$ cat src/rtl/instruction_loader.sv
// Byte-stream program loader: assembles big-endian words and writes them into instruction memory.
// Define LOADER_CHECKSUM_EN to require a trailing XOR checksum word after the last write.
module instruction_loader #(
    parameter int ADDR_W    = 10,
    parameter int DEPTH     = 181,
    parameter int BASE_ADDR = 0
) (
    input  logic              clock,
    input  logic              reset_n,
    input  logic              start,
    input  logic [ADDR_W-1:0] word_count,
    input  logic [7:0]        byte_in,
    input  logic              byte_valid,
    output logic              byte_ready,
    output logic              mem_we,
    output logic [ADDR_W-1:0] mem_addr,
    output logic [31:0]       mem_wdata,
    output logic              busy,
    output logic              cpu_hold,
    output logic              done,
    output logic              error
);

    // state | meaning
    // IDLE  | nothing loaded since reset, waiting for start
    // RECV  | collecting the four bytes of the current word
    // WRITE | one-cycle memory write of the assembled word
    // CHK   | collecting the four checksum bytes (checksum build only)
    // DONE  | load finished or rejected; done/error hold until next start
    typedef enum logic [2:0] {S_IDLE, S_RECV, S_WRITE, S_CHK, S_DONE} state_t;

    localparam logic [ADDR_W:0] MAX_WORDS = (ADDR_W+1)'(DEPTH - BASE_ADDR);

    state_t            state;
    logic [31:0]       sr;
    logic [1:0]        byte_cnt;
    logic [ADDR_W-1:0] word_idx;
    logic [ADDR_W-1:0] count;
    logic              take;
    logic [31:0]       sr_next;
`ifdef LOADER_CHECKSUM_EN
    logic [31:0]       xor_acc;
`endif

    assign take     = byte_valid && byte_ready;
    assign sr_next  = {sr[23:0], byte_in};
    assign cpu_hold = busy;

    always_ff @(posedge clock or negedge reset_n) begin
        if (!reset_n) begin
            state      <= S_IDLE;
            sr         <= '0;
            byte_cnt   <= '0;
            word_idx   <= '0;
            count      <= '0;
            byte_ready <= 1'b0;
            mem_we     <= 1'b0;
            mem_addr   <= '0;
            mem_wdata  <= '0;
            busy       <= 1'b0;
            done       <= 1'b0;
            error      <= 1'b0;
`ifdef LOADER_CHECKSUM_EN
            xor_acc    <= '0;
`endif
        end else begin
            mem_we <= 1'b0;
            if (take) begin
                sr       <= sr_next;
                byte_cnt <= byte_cnt + 2'd1;
            end
            case (state)
                S_IDLE, S_DONE: begin
                    if (start) begin
                        if (word_count == '0) begin
                            state <= S_DONE;
                            done  <= 1'b1;
                            error <= 1'b0;
                        end else if ({1'b0, word_count} > MAX_WORDS) begin
                            state <= S_DONE;
                            done  <= 1'b1;
                            error <= 1'b1;
                        end else begin
                            state      <= S_RECV;
                            count      <= word_count;
                            word_idx   <= '0;
                            byte_cnt   <= '0;
                            done       <= 1'b0;
                            error      <= 1'b0;
                            busy       <= 1'b1;
                            byte_ready <= 1'b1;
`ifdef LOADER_CHECKSUM_EN
                            xor_acc    <= '0;
`endif
                        end
                    end
                end
                S_RECV: begin
                    if (take && byte_cnt == 2'd3) begin
                        state      <= S_WRITE;
                        byte_ready <= 1'b0;
                        mem_we     <= 1'b1;
                        mem_addr   <= ADDR_W'(BASE_ADDR) + word_idx;
                        mem_wdata  <= sr_next;
                    end
                end
                S_WRITE: begin
                    mem_addr  <= '0;
                    mem_wdata <= '0;
`ifdef LOADER_CHECKSUM_EN
                    xor_acc   <= xor_acc ^ mem_wdata;
`endif
                    if (word_idx == count - ADDR_W'(1)) begin
`ifdef LOADER_CHECKSUM_EN
                        state      <= S_CHK;
                        byte_ready <= 1'b1;
`else
                        state      <= S_DONE;
                        busy       <= 1'b0;
                        done       <= 1'b1;
`endif
                    end else begin
                        word_idx   <= word_idx + ADDR_W'(1);
                        state      <= S_RECV;
                        byte_ready <= 1'b1;
                    end
                end
`ifdef LOADER_CHECKSUM_EN
                S_CHK: begin
                    if (take && byte_cnt == 2'd3) begin
                        state      <= S_DONE;
                        byte_ready <= 1'b0;
                        busy       <= 1'b0;
                        done       <= 1'b1;
                        error      <= (sr_next != xor_acc);
                    end
                end
`endif
                default: state <= S_IDLE;
            endcase
        end
    end

endmodule
$ cat config.mk
export PLATFORM = sky130hd
export DESIGN_NAME = instruction_loader
export DESIGN_NICKNAME = d
export VERILOG_FILES = /design/src/rtl/instruction_loader.sv
export SDC_FILE = /design/constraint.sdc
export NUM_CORES = 1
export LEC_CHECK = 0
export ABC_AREA = 1
export CELL_PAD_IN_SITES_DETAIL_PLACEMENT = 1
export CELL_PAD_IN_SITES_GLOBAL_PLACEMENT = 2
export CORE_UTILIZATION = 29
export CTS_BUF_LIST = sky130_fd_sc_hd__clkbuf_16
export DETAILED_ROUTE_END_ITERATION = 8
export PLACE_DENSITY = 0.76
export SYNTH_ARGS = -nofsm -noshare
export SYNTH_HDL_FRONTEND = slang
export SYNTH_SLANG_ARGS = --single-unit
$ cat constraint.sdc
create_clock -name clock -period 1.7 [get_ports clock]
set_input_delay 0.34 -clock clock [delete_from_list [all_inputs] [get_ports clock]]
set_output_delay 0.34 -clock clock [all_outputs]
set_load 0.02 [all_outputs]
==> flow_summary.yaml, run 1 <==
outcome:
  violations: "negative setup slack"
  status: "finished, violations left"
critical_path:
  slowest_delay_ps: 370
  cp_common_cell: "nand2_1"
  cp.required_ps: 1930
  crit_chain: "inv_2, ha_4, inv_2, nand2_2, nand2_1, nor2_1, nand2_1, nor2_4, nand3_2, nor2_4, nand3_4, buf_6, nand4_1, nand2_1"
  arrival_ps: 2100
  crit_fanout: 7
  cp-start-kind: "flop"
  crit_type: "reg2reg"
  critPathSlowestCell: "dfrtp_1"
  endpoint_kind: "flop"
  r2r-start: "count[0]"
  crit_family: "simple AND/OR/NAND/NOR gates"
  critPathBufInv: 3
  r2r_end: "word_idx[7]"
  regToRegSetupSlack_ps: -170
  crit_start: "count[0]"
  rr_worst_depth: 14
power:
  clockPowerShare: 0.177
  combPwrFrac: 0.483
  leakage_nw: 3.459
  swShare: 0.4120
  p_seq_frac: 0.341
  internal_power_mw: 6.285
  p_per_area_nw_per_um2: 1616
  p_sw_mw: 4.403
  peakVddDrop_mv: 0.6358
detailed_routing:
  num_vias: 4072
  dr.pass1.iters: 4
  ant_nets: 0
  first_iter_violations: 200
  drc: 0
  wirelength_um: 14130
  drt-vias-per-instance: 4.791
  wl_per_cell_um: 16.63
clocking:
  cts_num_sinks: 96
  cts_root_buffer: "clkbuf_16"
  tritoncts: "yes"
  clkTransAtPathRegs_ps: 70
  cts_buffers: 9
  clk_latency_ps: 350
  htreeDepth: 3
  cts_buffer_depth: 2
timing:
  max_freq_mhz: 536.0
  hold_viol_final: 0
  finalSetupViolations: 15
  rsz0062_at_grt: "yes"
  finClkSkew_ps: 12.11
  max_slew_margin: 0.6974
  worst_slack_ps: -165.7
  worstMarginPinSlew_ps: 453.8
  period_share: 1.097
  fin_crit_ps: 1866
  fin_tns_setup_ps: -2180
  slew_viol_final: 0
hold_path:
  min_path_type: "in2async"
die:
  rows: 44
  start_util: 0.3027
  coreArea_sq_um: 14750
  io_pins: 70
  die_area_sq_um: 15900
  dieWidth_um: 126.1
  dieHeight_um: 126.1
final_layout:
  fillers: 1736
  layout.nets: 687
  fin_area_sq_um: 6613
  antenna_cells: 0
  final_common_cell: "nand2_1"
  final_cell_mix: "126 x nand2_1, 95 x dfrtp_1, 55 x inv_1"
  synthToLayoutAreaGrowth_pct: 48.04
  drive_gt1_frac: 0.2327
global_routing:
  grt_pass1_vias: 4177
  grt_overflow_total: 0
  antenna_found_initial: 0
  grt_max_degree: 53
  grt_usage: 0.1680
  grt_pass1_wl_um: 21070
synth:
  syn_nets: 557
  synth_area_sq_um: 4467
  synth_edf_count: 0
  synth_top_area_frac: 0.5378
  ys_types: 28
  synth.area.top_cells: "dfrtp_1 54%, nand2_1 11%, nand3_1 6.8%"
  synth_flop_cell: "dfrtp_1"
  yosysSeqAreaShare: 0.5378
  synthArstFlopShare: 1.000
  syn_inst: 532
  ys_ff_latch: 96
  yosys.area.top_type: "dfrtp_1"
  synth_area_per_cell_sq_um: 8.396
  yosysWarnings: 0
placed_design:
  hpwl_um: 8820
  dpl_cell_area_sq_um: 5713
  port_buffers: 69
  routabilityCongestion: 0.7884
run:
  drv_cap: 0
[state kept, by name (all words and copies together) (netlist names)]
register / cells
sr: 24
busy: 1
mem_wdata: 32
byte_cnt: 2
state: 3
error: 1
mem_we: 1
byte_ready: 1
word_idx: 10
done: 1
count: 10
mem_addr: 10
[per-stage QoR]
step                        util  std cells  total power [mW]  hold WS (ps)  worst slack (ps)
final                     0.4482        850             10.69         434.8            -165.7
after global placement    0.3872        816             7.768         268.5            -355.5
after global routing      0.4482        850             11.41         466.7            -314.6
after CTS                 0.4097        833             9.943         439.1            -194.1
after floorplan                -        532             6.032         44.41             25.57
after detailed placement  0.3872        816             7.935         273.4            -377.7
[kinds of logic after synthesis]
group	Yosys count	share of synthesized area
and+or+nand+nor	257	0.2535
DFF	96	0.5378
buffers and inverters	89	0.09048
AOI/OAI and AO/OA	75	0.08628
xor gates and xnor gates	12	0.02353
adders and majority gates	3	0.008404
[power by group through the flow]
| stage | logic, mW | registers [mW] | clock network (mW) |
|---|---|---|---|
| 4_1_cts | 4.41 | 3.62 | 1.92 |
| 2_1_floorplan | 2.08 | 3.95 | 0 |
| 6_report | 5.16 | 3.64 | 1.89 |
| 3_3_place_gp | 4.15 | 3.62 | 0 |
| 3_5_place_dp | 4.29 | 3.65 | 0 |
| 5_1_grt | 5.66 | 3.74 | 2.01 |
[worst max path at each step]
stage | end | depth (start not counted)
floorplan | state[0] | 14
global placement | mem_addr[5] | 11
detailed placement | word_idx[4] | 9
CTS | word_idx[7] | 14
global route | busy | 15
finish | word_idx[7] | 14
[routing by layer]
metal  up-vias  wire (um)  global-route usage
met5         -          0                   0
met4         0        195             0.06591
met3        13        366             0.02591
met2        68       6888              0.2772
met1      2019       6682              0.2212
li1       1972          -                   -
[cell usage after synthesis (8+ instances only)]
master    instances
xor2_1            8
buf_6             8
inv_1            57
nand2_1         131
o21ai_1          30
dfrtp_1          96
nor2_1           39
clkbuf_1          9
o21ai_0          39
nand4_1          11
nand3_1          61
[layout make-up]
type                    count  area, sq um  share of cell area
inverters                  62        240.2             0.03633
repair inverters            2        22.52            0.003406
clock inverters             6        37.54            0.005676
multi-input cells         347         1916              0.2897
clock buffers               9        225.2             0.03406
well taps                 184        230.2             0.03482
repair buffers            144         1538              0.2325
flip-flops and latches     96         2404              0.3635
[timing repair]
action                                 4_1_cts  5_1_grt
endpoints found under the hold margin       22        0
hold buffers                                 1        0
gates resized for setup                     21       83
setup endpoints to repair                   42       82
cloned                                       0       15
pin swaps                                    8        5
setup buffers                                1        3
[worst register-to-register path: cells and delay by family, from the launching register on]
kind / cells / cell delay [ps]
DFF: 1 / 370
adders and majority gates: 1 / 270
buffers and inverters: 3 / 260
and+or+nand+nor: 10 / 860
Note: power is estimated with default switching activity, not from simulation.
==> inputs of run 2 (changes only) <==
--- a/config.mk
+++ b/config.mk
@@ -11,7 +11,7 @@
 export CORE_UTILIZATION = 29
 export CTS_BUF_LIST = sky130_fd_sc_hd__clkbuf_16
 export DETAILED_ROUTE_END_ITERATION = 8
-export PLACE_DENSITY = 0.76
+export PLACE_DENSITY = 0.72
 export SYNTH_ARGS = -nofsm -noshare
 export SYNTH_HDL_FRONTEND = slang
 export SYNTH_SLANG_ARGS = --single-unit
==> flow_summary.yaml, run 2 (synthesis results as in run 1) <==
clocking:
  clkTransAtPathRegs_ps: 60
  cts_root_buffer: "clkbuf_16"
  cts_buffers: 9
  tritoncts: "yes"
  htreeDepth: 3
  cts_num_sinks: 96
  cts_buffer_depth: 2
  clk_latency_ps: 340
die:
  io_pins: 70
  die_area_sq_um: 15900
  coreArea_sq_um: 14750
  dieHeight_um: 126.1
  rows: 44
  start_util: 0.3027
  dieWidth_um: 126.1
placed_design:
  hpwl_um: 8864
  port_buffers: 69
  dpl_cell_area_sq_um: 5808
  routabilityCongestion: 0.7985
final_layout:
  synthToLayoutAreaGrowth_pct: 49.83
  drive_gt1_frac: 0.2657
  fillers: 1723
  final_util: 0.4536
  layout.nets: 691
  fin_area_sq_um: 6693
  antenna_cells: 0
  top_regs: "mem_wdata (32), sr (24)"
  largest_reg_flops: 32
  multi_input_area_sq_um: 1977
  final_common_cell: "nand2_1"
  final_cell_mix: "117 x nand2_1, 95 x dfrtp_1, 60 x buf_4"
  seqCellArea_sq_um: 2404
  registers.top_by_ff_count: "mem_wdata"
critical_path:
  r2r_end: "word_idx[1]"
  cp-start-kind: "flop"
  endpoint_kind: "flop"
  rr_worst_depth: 15
  crit_type: "reg2reg"
  regToRegSetupSlack_ps: -220
  crit_fanout: 5
  arrival_ps: 2200
  cp.required_ps: 1980
  r2r-start: "count[0]"
timing:
  timing.hold.ws_ps: 326.9
  period_share: 1.127
  finClkSkew_ps: 7.932
  worstMarginPinSlew_ps: 454.6
  slew_viol_final: 0
  max_freq_mhz: 521.8
  hold_viol_final: 0
  finalSetupViolations: 46
  fin_tns_setup_ps: -3652
  max_slew_margin: 0.6969
  rsz0062_at_grt: "yes"
  worst_slack_ps: -216.5
  fin_crit_ps: 1916
power:
  p_seq_frac: 0.337
  peakVddDrop_mv: 0.6576
  swShare: 0.3973
  p_sw_mw: 4.275
  p_per_area_nw_per_um2: 1608
  internal_power_mw: 6.485
  clockPowerShare: 0.187
  combPwrFrac: 0.476
  leakage_nw: 3.500
global_routing:
  grt_pass1_wl_um: 20880
  grt_overflow_total: 0
  grt_max_degree: 53
  grt_pass1_vias: 4185
  antenna_found_initial: 0
  grt_usage: 0.1662
hold_path:
  hold-path-cell-count: 3
  hold_path_end: "byte_cnt[1]"
  hp-start: "byte_valid"
  min_path_type: "in2reg"
detailed_routing:
  first_iter_violations: 142
  wl_per_cell_um: 15.54
  wirelength_um: 13270
  drt-vias-per-instance: 4.685
  num_vias: 4001
  drc: 0
  ant_nets: 0
  dr.pass1.iters: 6
outcome:
  violations: "negative setup slack"
  status: "finished, violations left"
run:
  drv_cap: 0
run 2: cell types whose count changed in the layout (fill, tap and decap cells not counted), moves of 3 or more:
cell | previous run | this run
nand3_2 | 22 | 33
nand3_1 | 38 | 28
nand2_1 | 126 | 117
buf_4 | 53 | 60
nand2_2 | 5 | 11
inv_8 | 3 | 0
nand2_4 | 1 | 4
o21ai_1 | 28 | 25
o21ai_2 | 6 | 9
run 2: layer usage:
| layer | vias to the layer above | wire length (um) | GRT usage |
|---|---|---|---|
| met1 | 1965 | 6383 | 0.2254 |
| li1 | 1975 | - | - |
| met4 | 0 | 161 | 0.05528 |
| met3 | 8 | 348 | 0.02421 |
| met5 | - | 0 | 0 |
| met2 | 53 | 6373 | 0.2720 |
run 2: worst max path at each step:
| stage | startpoint | to | slack, ps | cells past startpoint |
|---|---|---|---|---|
| after floorplan | count[0] | state[0] | 30 | 14 |
| after global placement | byte_valid | mem_wdata[3] | -400 | 11 |
| after detailed placement | byte_valid | mem_addr[5] | -430 | 11 |
| after CTS | count[0] | word_idx[2] | -220 | 15 |
| after global routing | count[0] | word_idx[4] | -390 | 15 |
| final | count[0] | word_idx[1] | -220 | 15 |
run 2: worst max-delay path, cell delays in order, from the launching register on:
cell	delay, ps
dfrtp_1	360
inv_2	60
ha_4	270
inv_2	30
nand2_2	60
nand2_2	50
nor2_2	70
nand2_1	60
nor2_2	140
nand3_1	100
nor2_2	130
nand3_4	130
nand3_4	120
buf_6	150
nand2_1	70
nand2_1	60
run 2: stage by stage:
step	setup WS (ps)	total power [mW]	cells
2_1_floorplan	25.57	6.032	532
3_3_place_gp	-397.2	7.942	827
3_5_place_dp	-432.7	8.068	827
4_1_cts	-224.3	10.27	844
5_1_grt	-386.9	11.52	854
6_report	-216.5	10.76	854
run 2: what timing repair did:
action | in CTS | in global routing
gates cloned | 1 | 6
setup buffers | 0 | 5
pin swaps | 2 | 9
hold buffers | 1 | 0
setup endpoints to repair | 61 | 54
endpoints found under the hold margin | 17 | 0
resized for setup | 23 | 103
run 2: cell type report:
type / count / share of cell area
clock inverters: 6 / 0.008974
clock buffers: 9 / 0.03365
repair inverters: 1 / 0.001309
repair buffers: 149 / 0.2316
inverters: 62 / 0.03552
well taps: 184 / 0.03440
multi-input cells: 347 / 0.2954
flip-flops and latches: 96 / 0.3591
run 2: power groups by stage:
stage               sequential (mW)  clock (mW)  combinational [mW]
global placement               3.61           0                4.33
floorplan                      3.95           0                2.08
CTS                            3.60        2.08                4.59
finish                         3.62        2.01                5.13
detailed placement             3.63           0                4.44
global route                   3.74        2.16                5.62
